[src/rtl/port_arbiter_00_pkg.sv]
// port_arbiter_00_pkg
// Shared definitions for the three-input packet arbiter:
//   - FSM state encoding (IDLE / LOCKED)
//   - input port index constants (E=0, S=1, L=2), also the bit positions
//     inside the one-hot grant vector {L,S,E}
//   - tail_bit(): position of the tail flag inside a flit of given width
package port_arbiter_00_pkg;

  localparam logic [0:0] ST_IDLE   = 1'b0;
  localparam logic [0:0] ST_LOCKED = 1'b1;

  localparam logic [1:0] PORT_E = 2'd0;
  localparam logic [1:0] PORT_S = 2'd1;
  localparam logic [1:0] PORT_L = 2'd2;

  // The tail flag is always the most significant flit bit.
  function automatic int tail_bit(input int datasize);
    return datasize - 1;
  endfunction

endpackage

[src/rtl/port_arbiter_00_rr_pick3.sv]
// rr_pick3
// Purely combinational 3-way rotating-priority picker.
// Ports:
//   req_i [2:0]  requests, bit index = port index (E=0, S=1, L=2)
//   ptr_i [1:0]  highest-priority index this cycle (0..2; 3 is never driven)
//   gnt_o [2:0]  one-hot winner: first request found at or after ptr_i,
//                scanning ptr_i, ptr_i+1, ptr_i+2 modulo 3
//   any_o        at least one request present
module rr_pick3 (
  input  logic [2:0] req_i,
  input  logic [1:0] ptr_i,
  output logic [2:0] gnt_o,
  output logic       any_o
);

  logic [2:0] sum;
  logic [1:0] idx;
  logic       found;

  always_comb begin
    gnt_o = 3'b000;
    found = 1'b0;
    sum   = 3'b000;
    idx   = 2'd0;
    for (int k = 0; k < 3; k++) begin
      sum = {1'b0, ptr_i} + 3'(k);
      idx = (sum >= 3'd3) ? 2'(sum - 3'd3) : sum[1:0];
      if (!found && req_i[idx]) begin
        gnt_o[idx] = 1'b1;
        found      = 1'b1;
      end
    end
  end

  assign any_o = |req_i;

endmodule

[src/rtl/port_arbiter_00.sv]
// port_arbiter_00
// Packet-locking arbiter merging three first-word-fall-through FIFOs (E, S, L)
// onto one registered output link. Once a requester is granted it owns the
// link until its tail flit (bit DATASIZE-1) has been popped.
//
// Ports:
//   fifo_clk                          clock, all state on rising edge
//   rst                               asynchronous active-high reset
//   {E,S,L}_data_in  [DATASIZE-1:0]   head flit of each input FIFO
//   {E,S,L}_valid_in                  input FIFO non-empty
//   {E,S,L}_pressure_in [WIDTH:0]     input FIFO occupancy
//   fifo_ready_{E,S,L}                pop strobe to each input FIFO
//   out_data [DATASIZE-1:0]           registered output flit
//   out_valid                         out_data holds a flit
//   out_ready                         downstream can accept
//   grant [2:0]                       one-hot owner {L,S,E}
//   busy                              packet lock held
//
// Build option: define PRESSURE_ARB_EN to pick, when idle, the valid
// requester with the largest pressure (ties resolved in round-robin order).
// Without it the pick is plain round-robin and pressures are ignored.
module port_arbiter_00 #(
  parameter int WIDTH    = 3,
  parameter int DATASIZE = 40
) (
  input  logic                fifo_clk,
  input  logic                rst,
  input  logic [DATASIZE-1:0] E_data_in,
  input  logic [DATASIZE-1:0] S_data_in,
  input  logic [DATASIZE-1:0] L_data_in,
  input  logic                E_valid_in,
  input  logic                S_valid_in,
  input  logic                L_valid_in,
  input  logic [WIDTH:0]      E_pressure_in,
  input  logic [WIDTH:0]      S_pressure_in,
  input  logic [WIDTH:0]      L_pressure_in,
  output logic                fifo_ready_E,
  output logic                fifo_ready_S,
  output logic                fifo_ready_L,
  output logic [DATASIZE-1:0] out_data,
  output logic                out_valid,
  input  logic                out_ready,
  output logic [2:0]          grant,
  output logic                busy
);

  import port_arbiter_00_pkg::*;

  localparam int TAIL = tail_bit(DATASIZE);

  logic [0:0]          state_q, state_d;
  logic [2:0]          grant_q, grant_d;
  logic [1:0]          rr_q, rr_d;
  logic [DATASIZE-1:0] out_data_q, out_data_d;
  logic                out_valid_q, out_valid_d;

  logic [2:0]          valid_vec;
  logic [2:0]          pick_req;
  logic [2:0]          pick_gnt;
  logic                pick_any;
  logic                slot_free;
  logic [2:0]          pop_vec;
  logic                any_pop;
  logic [DATASIZE-1:0] pop_flit;
  logic [1:0]          rr_after;

  assign valid_vec = {L_valid_in, S_valid_in, E_valid_in};

`ifdef PRESSURE_ARB_EN
  // Only the valid requesters sharing the highest pressure go to the picker,
  // so the rotating picker itself resolves ties in round-robin order.
  logic [WIDTH:0] max_p;
  always_comb begin
    max_p = '0;
    if (E_valid_in && (E_pressure_in > max_p)) max_p = E_pressure_in;
    if (S_valid_in && (S_pressure_in > max_p)) max_p = S_pressure_in;
    if (L_valid_in && (L_pressure_in > max_p)) max_p = L_pressure_in;
    pick_req = valid_vec & {(L_pressure_in == max_p),
                            (S_pressure_in == max_p),
                            (E_pressure_in == max_p)};
  end
`else
  logic unused_pressure;
  assign unused_pressure = ^{E_pressure_in, S_pressure_in, L_pressure_in};
  assign pick_req        = valid_vec;
`endif

  rr_pick3 u_pick (
    .req_i (pick_req),
    .ptr_i (rr_q),
    .gnt_o (pick_gnt),
    .any_o (pick_any)
  );

  assign slot_free = !out_valid_q || out_ready;

  // Pops only while locked; grant is one-hot so at most one strobe is high.
  // rst also gates the strobes so no pop can leak while reset is asserted.
  assign pop_vec = (state_q == ST_LOCKED && slot_free && !rst) ? (grant_q & valid_vec)
                                                               : 3'b000;
  assign any_pop = |pop_vec;

  always_comb begin
    pop_flit = E_data_in;
    if (grant_q[PORT_S])      pop_flit = S_data_in;
    else if (grant_q[PORT_L]) pop_flit = L_data_in;
  end

  // Round-robin pointer moves to the port after the one finishing a packet.
  always_comb begin
    rr_after = PORT_E;
    if (grant_q[PORT_E])      rr_after = PORT_S;
    else if (grant_q[PORT_S]) rr_after = PORT_L;
  end

  always_comb begin
    state_d     = state_q;
    grant_d     = grant_q;
    rr_d        = rr_q;
    out_data_d  = out_data_q;
    out_valid_d = out_valid_q;

    // Output register: load on pop (also covers simultaneous drain+load),
    // drain when accepted with nothing new, otherwise hold.
    if (any_pop) begin
      out_data_d  = pop_flit;
      out_valid_d = 1'b1;
    end else if (out_ready) begin
      out_valid_d = 1'b0;
    end

    case (state_q)
      ST_IDLE: begin
        if (pick_any) begin
          grant_d = pick_gnt;
          state_d = ST_LOCKED;
        end
      end
      default: begin
        if (any_pop && pop_flit[TAIL]) begin
          state_d = ST_IDLE;
          grant_d = 3'b000;
          rr_d    = rr_after;
        end
      end
    endcase
  end

  always_ff @(posedge fifo_clk or posedge rst) begin
    if (rst) begin
      state_q     <= ST_IDLE;
      grant_q     <= 3'b000;
      rr_q        <= PORT_E;
      out_data_q  <= '0;
      out_valid_q <= 1'b0;
    end else begin
      state_q     <= state_d;
      grant_q     <= grant_d;
      rr_q        <= rr_d;
      out_data_q  <= out_data_d;
      out_valid_q <= out_valid_d;
    end
  end

  assign fifo_ready_E = pop_vec[0];
  assign fifo_ready_S = pop_vec[1];
  assign fifo_ready_L = pop_vec[2];
  assign out_data     = out_data_q;
  assign out_valid    = out_valid_q;
  assign grant        = grant_q;
  assign busy         = (state_q == ST_LOCKED);

endmodule
[config.mk]
export PLATFORM = sky130hd
export DESIGN_NAME = port_arbiter_00
export DESIGN_NICKNAME = d
export VERILOG_FILES = /design/src/rtl/port_arbiter_00_pkg.sv /design/src/rtl/port_arbiter_00_rr_pick3.sv /design/src/rtl/port_arbiter_00.sv
export SDC_FILE = /design/constraint.sdc
export NUM_CORES = 1
export LEC_CHECK = 0
export ABC_AREA = 1
export CORE_ASPECT_RATIO = 1.75
export CORE_MARGIN = 1.5
export CORE_UTILIZATION = 38
export CTS_CLUSTER_SIZE = 30
export DETAILED_ROUTE_END_ITERATION = 7
export GPL_ROUTABILITY_DRIVEN = 0
export GPL_TIMING_DRIVEN = 1
export MAX_ROUTING_LAYER = met4
export PLACE_DENSITY = 0.89
export SLEW_MARGIN = 20
export SYNTH_ARGS = -nofsm -noshare
export SYNTH_HDL_FRONTEND = slang
export SYNTH_SLANG_ARGS = --single-unit
[constraint.sdc]
create_clock -name fifo_clk -period 2.75 [get_ports fifo_clk]
set_input_delay 0.55 -clock fifo_clk [delete_from_list [all_inputs] [get_ports fifo_clk]]
set_output_delay 0.55 -clock fifo_clk [all_outputs]
set_load 0.1 [all_outputs]
==> results.txt <==
- Mean Syn Cell Area: 7.54 um^2
- Across the run, the number of max-cap violations was 0.
* Clock insertion delay at the later pin of the skew report: 0.28 ns
* Outcome: finished, final reports clean
- For this design, the CTS-stage hold fixing added 0 buffers.
* Vias post-DR: 3339
- The biggest area contributor in the post-synthesis netlist is sky130_fd_sc_hd__dfrtp_1.
- For the finished layout, the period the worst path requires is 2.22 ns.
* Clock slew at reported path FFs: 0.06 ns
* Area overhead of the layout relative to synthesis: 59.9%
- After global routing the overflow that remains totals 0.
- Dpl ws: roughly 0.51 ns
* Final period utilization: about 81%
- DRC violation count after routing: 0
* Most common library cell in the layout ignoring fill and taps: sky130_fd_sc_hd__clkdlybuf4s50_1
- At the worst endpoint, the arrival time is 1.67 ns.
* Slowest stage cell, crit path: sky130_fd_sc_hd__clkdlybuf4s50_1
* Core Area: about 7600 um^2
* Logic depth of the worst register-to-register path: 8
- At the worst endpoint, the required time is about 2.2 ns.
- Clock buffers created by TritonCTS: 5
* Instance count along the most critical hold path: 2
- On the worst path, the slowest cell contributes a delay of 0.59 ns.
- Count of buffers from port buffering: 173
- Antenna diode count: 0
- Slack of the worst reg-to-reg path: approximately 0.91 ns
- In this run the post-CTS setup repair buffer count came out at 0.
* Mapped Cells: 399
* Total routing resource utilization after global routing: 22.8%
- After layout, the worst setup slack is between 0.5 and 0.6 ns.
- Number of distinct library cells after synthesis: 25
* Max Root-Sink Buffers: 2
* Cell at the root of the clock tree: sky130_fd_sc_hd__clkbuf_16
- The die covers 8480 um^2.
- Ratio of total power to cell area: roughly 1400 nW/um^2
- Top cells by area in the synthesized netlist: sky130_fd_sc_hd__dfrtp_1, sky130_fd_sc_hd__o21ai_2, sky130_fd_sc_hd__nor2_1
- Max Freq: 0.450 GHz
* Number of filler instances in the final layout: 675
* Row Count: between 40 and 50
- Number of global-route vias before repair: ~3300
* RSZ-0062 raised after global routing: false
* First-pass GRT wire length: 15300 um
* Cell area after technology mapping: ~3000 um^2
- Using the TritonRoute via totals, the vias-per-cell ratio works out to between 5 and 6.
* Hold WC Path Type: reg2reg
* Share of cells above drive strength 1: around a fifth
- Number of levels in the clock H-tree: 2
- The share of synthesized area in the top cell type comes to 39.1%.
* Sum of negative setup slack: 0 ns
* Clock sinks: 47
* # nets final: 700
* Design Power: about 6.8 mW
* Slew HR: 50.6%
- Maximum number of pins on one net before global-route repair: 76
* Cells along the critical path: clkdlybuf4s50_1, nand2_1, nor2_2, buf_12
* Register bit total from synthesis: between 40 and 50
* Worst Path Max Fanout: 5
- The endpoint identified for the worst register-to-register timing path is rr_q[1].
- For this configuration, the core starts out at a cell density of 39.5%.
* Startpoint types: primary input
- TritonCTS clock tree: yes
- In the layout the commonest cells are sky130_fd_sc_hd__clkdlybuf4s50_1, sky130_fd_sc_hd__nor2_1, sky130_fd_sc_hd__nand2_1, sky130_fd_sc_hd__buf_4, sky130_fd_sc_hd__dfrtp_1.
- The final count of hold timing violations was 0.
* Crit path capture type: output pin
* Hold path startpoint: out_data[39]
- Summing all multi-input logic gate instances after layout gives approximately 1600 um^2.
- Detailed Place HPWL: between 7000 and 8000 um
- Total Wirelength: 9350 um
- Final setup viols: 0
* Register cell area after layout: roughly 1200 um^2
* DRC violation total after the first TritonRoute iteration: between 200 and 250
- The analysis attributes to cell leakage a power of 2.20 nW.
- Die Y: 121 um
* Largest vdd supply drop: 0.722 mV
- Fin. max-slew vios: 0
- The number of antenna violations at the first check in global routing was 0.
* Sequential area share after synthesis: 39.1%
- Synth warnings: 0
* Number of gates resized after cts: 0
- The detail route stage leaves a number of antenna-violating nets equal to 0.
- Count of boundary I/O pins: 186
- For the pin with the worst max-slew slack, the measured transition is 0.741 ns.
- Post-Route Skew: 0.00695 ns
- The number of nets in the synthesized netlist is 541.
- The worst setup path is of the in2out kind.
- Measured along the x axis, the die boundary spans 70.2 um.
* WL per Instance: around 14 um
- In this run the critical register-to-register path is launched from grant[2].
- The first detailed-routing pass ran for 5 iterations.
* Hold endpoint: out_data[39]
==> sequential cells by signal, indices dropped and copies added (netlist names) <==
| signal | cells |
|---|---|
| grant | 3 |
| out_valid | 1 |
| busy | 1 |
| rr_q | 2 |
| out_data | 40 |
==> worst max-delay path: cells and delay by family <==
family | cells | cell delay (ns)
buf+inv | 2 | 0.78
simple gates | 2 | 0.34
==> cell families (layout without fill, tap and decap cells) <==
kind of cell / Yosys count / after routing / share of synthesized area, %
AO/OA/AOI/OAI: 86 / 86 / 19.9
buffers and inverters: 43 / 203 / 8.91
AND/OR/NAND/NOR: 219 / 219 / 30.4
adder cells (fa/ha/maj): 4 / 4 / 1.66
flip-flops: 47 / 47 / 39.1
==> worst max-delay path by stage <==
stage / depth (start not counted) / start / slack, ns / end
2_1_floorplan: 3 / rst / 0.03 / fifo_ready_E
3_3_place_gp: 6 / out_ready / 0.55 / fifo_ready_E
3_5_place_dp: 6 / out_ready / 0.51 / fifo_ready_S
4_1_cts: 6 / out_ready / 0.51 / fifo_ready_S
5_1_grt: 6 / out_ready / 0.45 / fifo_ready_S
6_report: 4 / L_valid_in / 0.53 / fifo_ready_L
==> layer usage <==
metal | routed length (um) | part of all wire, % | track usage (%) | vias up
met1 | 3440 | 37 | 24.4 | 1528
met4 | 340 | 3.6 | 9.74 | 0
met2 | 5050 | 54 | 41.2 | 144
met5 | 0 | 0 | - | -
met3 | 517 | 5.5 | 3.25 | 34
li1 | - | - | - | 1633
==> cells in the mapped netlist (all sizes together) <==
master,n
clkbuf,3
or2,1
nand3b,1
o211ai,1
nor2,82
o21ai,43
o31ai,1
a31oi,1
dfrtp,47
nand2,78
nand3,17
inv,16
a21oi,40
ha,4
nor3,40
buf,24
==> stage by stage <==
step / hold WS (ns) / cells / area, um^2 / utilization (%)
after floorplan: 0.499 / 399 / 3020 / -
after global placement: 0.459 / 639 / 4650 / 61.0
after detailed placement: 0.464 / 639 / 4650 / 61.0
after CTS: 0.479 / 647 / 4810 / 63.1
after global routing: 0.501 / 647 / 4810 / 63.1
final: 0.479 / 647 / 4810 / 63.1
==> cell type report <==
class	count	share of cell area [%]
Timing Repair Buffer	179	35.8
Multi-Input combinational cell	309	32.7
Sequential cell	47	24.5
Clock buffer	7	2.76
Tap cell	88	2.29
Inverter	16	1.43
Clock inverter	1	0.625
==> power by group <==
| group | internal, mW | switching (mW) |
|---|---|---|
| Sequential | 1.01 | 0.207 |
| Clock | 0.429 | 0.230 |
| Combinational | 1.23 | 3.67 |
Note: power is estimated with default switching activity, not from simulation.
